==> src/rtl/prog_run_ctrl.sv <==
// prog_run_ctrl: streams a program into the mini-MIPS instruction memory,
// pulses the core's start input, then times the run until done.
// Optional watchdog on the RUN phase: define PRC_TIMEOUT_EN.
module prog_run_ctrl #(
  parameter int IW             = 9,
  parameter int AW             = 8,
  parameter int START_CYCLES   = 1,
  parameter int CNT_W          = 16,
  parameter int TIMEOUT_CYCLES = 4096
) (
  input  logic             clk,
  input  logic             reset,
  input  logic             ld_valid,
  input  logic [IW-1:0]    ld_data,
  input  logic             ld_last,
  output logic             ld_ready,
  input  logic             run_req,
  output logic             im_we,
  output logic [AW-1:0]    im_addr,
  output logic [IW-1:0]    im_wdata,
  output logic             start,
  input  logic             done,
  output logic             busy,
  output logic             finished,
  output logic             timeout,
  output logic [AW:0]      prog_len,
  output logic [CNT_W-1:0] cycle_count
);

  typedef enum logic [2:0] {S_IDLE, S_LOAD, S_START, S_RUN, S_FIN} state_t;

  // Highest memory index; a word landing here always terminates the load.
  localparam logic [AW:0] LAST_IDX = {1'b0, {AW{1'b1}}};
  localparam logic [3:0]  ST_LAST  = 4'(START_CYCLES - 1);

  state_t      state, state_nxt;
  logic [AW:0] idx;
  logic [AW:0] cur_idx;
  logic [3:0]  st_cnt;
  logic        accept;
  logic        last_word;
  logic        wd_hit;

  // State register
  always_ff @(posedge clk) begin
    if (reset) state <= S_IDLE;
    else       state <= state_nxt;
  end

  // Next state and handshake/strobe outputs
  always_comb begin
    state_nxt = state;
    ld_ready  = 1'b0;
    start     = 1'b0;
    busy      = 1'b1;
    accept    = 1'b0;
    // A word accepted in IDLE begins a fresh program at index 0.
    cur_idx   = (state == S_IDLE) ? '0 : idx;
    last_word = ld_last || (cur_idx == LAST_IDX);
    case (state)
      S_IDLE: begin
        busy     = 1'b0;
        ld_ready = 1'b1;
        accept   = ld_valid;
        if (accept)       state_nxt = last_word ? S_START : S_LOAD;
        else if (run_req) state_nxt = S_START;
      end
      S_LOAD: begin
        ld_ready = 1'b1;
        accept   = ld_valid;
        if (accept && last_word) state_nxt = S_START;
      end
      S_START: begin
        // Hold start off while the trailing memory write is still out.
        start = ~im_we;
        if (start && (st_cnt == ST_LAST)) state_nxt = S_RUN;
      end
      S_RUN: begin
        if (done || wd_hit) state_nxt = S_FIN;
      end
      S_FIN: state_nxt = S_IDLE;
      default: state_nxt = S_IDLE;
    endcase
  end

  // Memory write pipeline, load bookkeeping, run status
  always_ff @(posedge clk) begin
    if (reset) begin
      im_we       <= 1'b0;
      im_addr     <= '0;
      im_wdata    <= '0;
      idx         <= '0;
      prog_len    <= '0;
      finished    <= 1'b0;
      cycle_count <= '0;
      st_cnt      <= '0;
    end else begin
      im_we <= accept;
      if (accept) begin
        im_addr  <= cur_idx[AW-1:0];
        im_wdata <= ld_data;
        idx      <= cur_idx + (AW+1)'(1);
        if (last_word) prog_len <= cur_idx + (AW+1)'(1);
      end
      if (state == S_IDLE && (accept || run_req)) begin
        finished    <= 1'b0;
        cycle_count <= '0;
      end
      if (state != S_START) st_cnt <= '0;
      else if (start)       st_cnt <= st_cnt + 4'd1;
      if (state == S_RUN) begin
        if (done || wd_hit) finished <= 1'b1;
        // The done cycle itself is not counted; the watchdog cycle is.
        if (!done && (cycle_count != {CNT_W{1'b1}}))
          cycle_count <= cycle_count + CNT_W'(1);
      end
    end
  end

`ifdef PRC_TIMEOUT_EN
  localparam int              WD_W    = $clog2(TIMEOUT_CYCLES + 1);
  localparam logic [WD_W-1:0] WD_LAST = WD_W'(TIMEOUT_CYCLES - 1);

  logic [WD_W-1:0] wd_cnt;
  logic            timeout_q;

  assign wd_hit  = (state == S_RUN) && (wd_cnt == WD_LAST);
  assign timeout = timeout_q;

  // Watchdog: counts RUN cycles; done in the same cycle takes priority
  always_ff @(posedge clk) begin
    if (reset) begin
      wd_cnt    <= '0;
      timeout_q <= 1'b0;
    end else begin
      wd_cnt <= (state == S_RUN) ? wd_cnt + WD_W'(1) : '0;
      if (state == S_IDLE && (accept || run_req)) timeout_q <= 1'b0;
      else if (wd_hit && !done)                   timeout_q <= 1'b1;
    end
  end
`else
  assign wd_hit  = 1'b0;
  assign timeout = 1'b0;
`endif

endmodule

==> config.mk <==
export PLATFORM = sky130hd
export DESIGN_NAME = prog_run_ctrl
export DESIGN_NICKNAME = d
export VERILOG_FILES = /design/src/rtl/prog_run_ctrl.sv
export SDC_FILE = /design/constraint.sdc
export NUM_CORES = 1
export LEC_CHECK = 0
export CORE_MARGIN = 8
export CORE_UTILIZATION = 45
export DETAILED_ROUTE_END_ITERATION = 8
export GPL_ROUTABILITY_DRIVEN = 0
export GPL_TIMING_DRIVEN = 0
export PLACE_DENSITY_LB_ADDON = 0.12
export SLEW_MARGIN = 5
export SYNTH_ARGS = -nofsm -noshare
export SYNTH_HDL_FRONTEND = slang
export SYNTH_SLANG_ARGS = --single-unit
==> constraint.sdc <==
create_clock -name clk -period 2.7 [get_ports clk]
set_clock_uncertainty 0.05 [all_clocks]
set_input_delay 0.81 -clock clk [delete_from_list [all_inputs] [get_ports clk]]
set_output_delay 0.81 -clock clk [all_outputs]
set_load 0.02 [all_outputs]
==> reports/metrics.cfg <==
[detailed_routing]
drt_iter0_drc = 128
viasPerCell = 5.51
wl_um = 7840
drc = 0
firstDrtPassIters = 4
ant_nets = 0
route.vias.total = 2819
wire_per_inst_um = 15.3

[yosys]
synth_edf_count = 0
synthTopCellsByArea = dfxtp_1 (42%), nand2_1 (6.6%), a21oi_1 (4.6%), nor2_1 (4.1%), nand3_1 (2.8%)
syn-num-nets = 369
synth_ff_type = dfxtp_1
synth_warnings = 0
yosysTopAreaCell = dfxtp_1
netlist_area_um2 = 2830
synth_cell_types = 56
netlist_instances = 349
syn_avg_cell_area_um2 = 8.11
ys_seq_area_frac = 0.424
async_reset_ff_frac = 0
ys_ff_latch = 60
synth_top_area_frac = 0.424

[power]
peakVddDrop_v = 0.000432
leakage_nw = 1.37
intPower_mw = 1.59
p_switching_mw = 0.687
p_comb_frac = 0.229
seqPwrFrac = 0.421
p_sw_frac = 0.302
power.density_nw_per_um2 = 578
p_clk_frac = 0.350

[placement]
io_buffer_count = 61
dp_hpwl_um = 5490
placed_cells = 487
pre_cts_slack_ps = -485

[clock_tree]
path_clk_slew_ps = 70
cts_inserted_buffers = 9
clk_path_buf_depth = 2
hold_buffers = 0
clkSinkCount = 60
htreeDepth = 3
cts_tree = built
clock_latency_ps = 350
cts-root-buf = clkbuf_8

[global_routing]
grt_pass1_vias = 2642
gr-total-overflow = 0
grtUsageTotal = 0.179
grt_pass1_wl_um = 12900
grt_max_degree = 11
grt_antenna_before_repair = 0

[worst_setup_path]
path_max_fanout = 10
critPathLaunchType = register
crit_family = simple AND/OR/NAND/NOR gates
critPathMaxStageDelay_ps = 370
crit_chain = buf_8 -> nor3_4 -> inv_2 -> buf_8 -> and2_4 -> ha_4 -> nand3_1 -> nor2_2 -> and3_4 -> ha_4 -> nor4b_4 -> a21oi_1 -> or3_1 -> a21oi_2
cp-end-kind = register
reg2regPathDepth = 14
r2r_start = state[0]
required_ps = 2930
cp_slowest_cell = or3_1
path_buf_inv = 3
arrival_ps = 2880
reg2reg_to = state[0]
critical_path_class = register to register
r2r_setup_slack_ps = 50

[flow_run]
maxCapViolCount = 0

[floorplan]
row_count = 29
die-area_um2 = 9090
chipHeight_um = 95.3
start_util = 0.456
die_w_um = 95.3
ioPinCount = 63
core_um2 = 6200

[timing]
setup_viol_count_final = 0
setup_slack_ps = 47.5
timing.final.crit_share = 0.982
fmax_mhz = 377
final.min_clock_period_ps = 2650
maxSlewViolCount = 0
rsz0062_at_grt = yes
slew_headroom = 0.573
hold_violations = 0
worstMarginPinSlew_ps = 630

[final_layout]
fin_cells = 512
area_growth_pct = 39.2
n_antenna_cell = 0
drive_gt1_frac = 0.140
nNetsFinal = 451

[min_path]
min_to = im_wdata[8]
hold_depth = 2
hp-class = register to register
hp-start = im_wdata[8]

[outcome]
outcome = finished clean

[registers in the layout, summed over array words and instances (netlist names)]
register     flops
cycle_count     16
idx              9
im_wdata         9
prog_len         9
im_addr          8
st_cnt           4
state            3
finished         1
im_we            1
[metal layers]
layer | up-vias | wire (µm) | track usage | part of all wire
met3 | 14 | 426 | 0.0433 | 0.054
met1 | 1333 | 3310 | 0.207 | 0.42
li1 | 1408 | - | - | -
met2 | 64 | 3970 | 0.309 | 0.51
met5 | - | 0 | 0 | 0
met4 | 0 | 134 | 0.0754 | 0.017
[how the worst max path moves through the flow]
stage	from	to	slack, ps	cells after the start
after floorplan	state[0]	state[0]	30	14
after global placement	state[2]	prog_len[5]	-450	15
after detailed placement	state[2]	prog_len[2]	-480	15
after CTS	state[2]	busy	4	5
after global routing	state[0]	state[0]	-50	14
final	state[0]	state[0]	50	14
[power groups by stage]
stage	Clock, mW	Sequential, mW	Combinational, mW
global route	0.840	0.965	0.567
finish	0.798	0.960	0.522
CTS	0.804	0.955	0.483
floorplan	0	0.998	0.253
detailed placement	0	0.972	0.453
global placement	0	0.972	0.450
[layout make-up]
cell class                      instances  area (µm²)
Fill cell                             538        2260
Multi-Input combinational cell        251        1570
Sequential cell                        60        1200
Timing Repair Buffer                   71         684
Buffer                                 23         143
Clock buffer                           10         138
Tap cell                               77        96.3
Inverter                               15        56.3
Clock inverter                          5        52.6
[tightest hold or removal path, stage by stage (launching register included)]
cell and delay (ps):
dfxtp_1 310, nand2_1 50, a21oi_1 50
[cells in the mapped netlist, types with 2 or more instances]
| cell type | n |
|---|---|
| and3_1 | 6 |
| o21ai_0 | 8 |
| inv_1 | 14 |
| buf_2 | 5 |
| o21ai_1 | 2 |
| clkbuf_1 | 15 |
| nor3_1 | 10 |
| a211oi_1 | 10 |
| a22oi_1 | 5 |
| xnor2_1 | 5 |
| nor2_1 | 31 |
| or3_1 | 6 |
| and2_1 | 2 |
| nand4_1 | 5 |
| buf_4 | 2 |
| xor2_1 | 5 |
| mux2i_1 | 6 |
| or2_2 | 3 |
| a31oi_1 | 3 |
| dfxtp_1 | 60 |
| nand3_1 | 16 |
| nor4b_1 | 3 |
| nand2_1 | 50 |
| o311ai_0 | 2 |
| o31ai_1 | 3 |
| nor4_1 | 5 |
| a21oi_1 | 26 |
| o211ai_1 | 7 |
| ha_1 | 5 |
| o22ai_1 | 3 |
[cell families after synthesis]
| group | Yosys count | synth area share |
|---|---|---|
| muxes | 7 | 0.0252 |
| other | 1 | 0.00132 |
| buffers and inverters | 38 | 0.0552 |
| AOI/OAI and AO/OA | 81 | 0.187 |
| xor gates and xnor gates | 10 | 0.0309 |
| DFF | 60 | 0.424 |
| adders and majority gates | 5 | 0.0221 |
| and+or+nand+nor | 147 | 0.254 |
[stage by stage]
step | hold slack (ps) | setup TNS [ps] | instance area (µm²) | utilization | power (mW)
global route | 422 | -55.6 | 3940 | 0.635 | 2.37
detailed placement | 396 | -7940 | 3570 | 0.575 | 1.43
floorplan | 399 | 0 | 2860 | - | 1.25
finish | 403 | 0 | 3940 | 0.635 | 2.28
global placement | 391 | -7720 | 3570 | 0.575 | 1.42
CTS | 405 | 0 | 3860 | 0.622 | 2.24
[repair_timing]
| item | CTS | global route |
|---|---|---|
| buffers inserted | 3 | 7 |
| resized for setup | 19 | 14 |
| pin swaps | 7 | 10 |
| setup endpoints to repair | 13 | 20 |
[cells in the final DEF, fill, tap and decap left out, types with 6 or more instances in the layout]
cell             count
or3_1                6
o21ai_0              8
inv_1               12
nand2_1             50
dfxtp_1             57
clkbuf_8            11
nand3_1             16
clkdlybuf4s50_1     60
clkbuf_1            12
nor3_1               9
nor2_1              29
buf_4               13
o211ai_1             7
a211oi_1            10
a21oi_1             25
mux2i_1              6
Power figures use the tool's default switching activity.
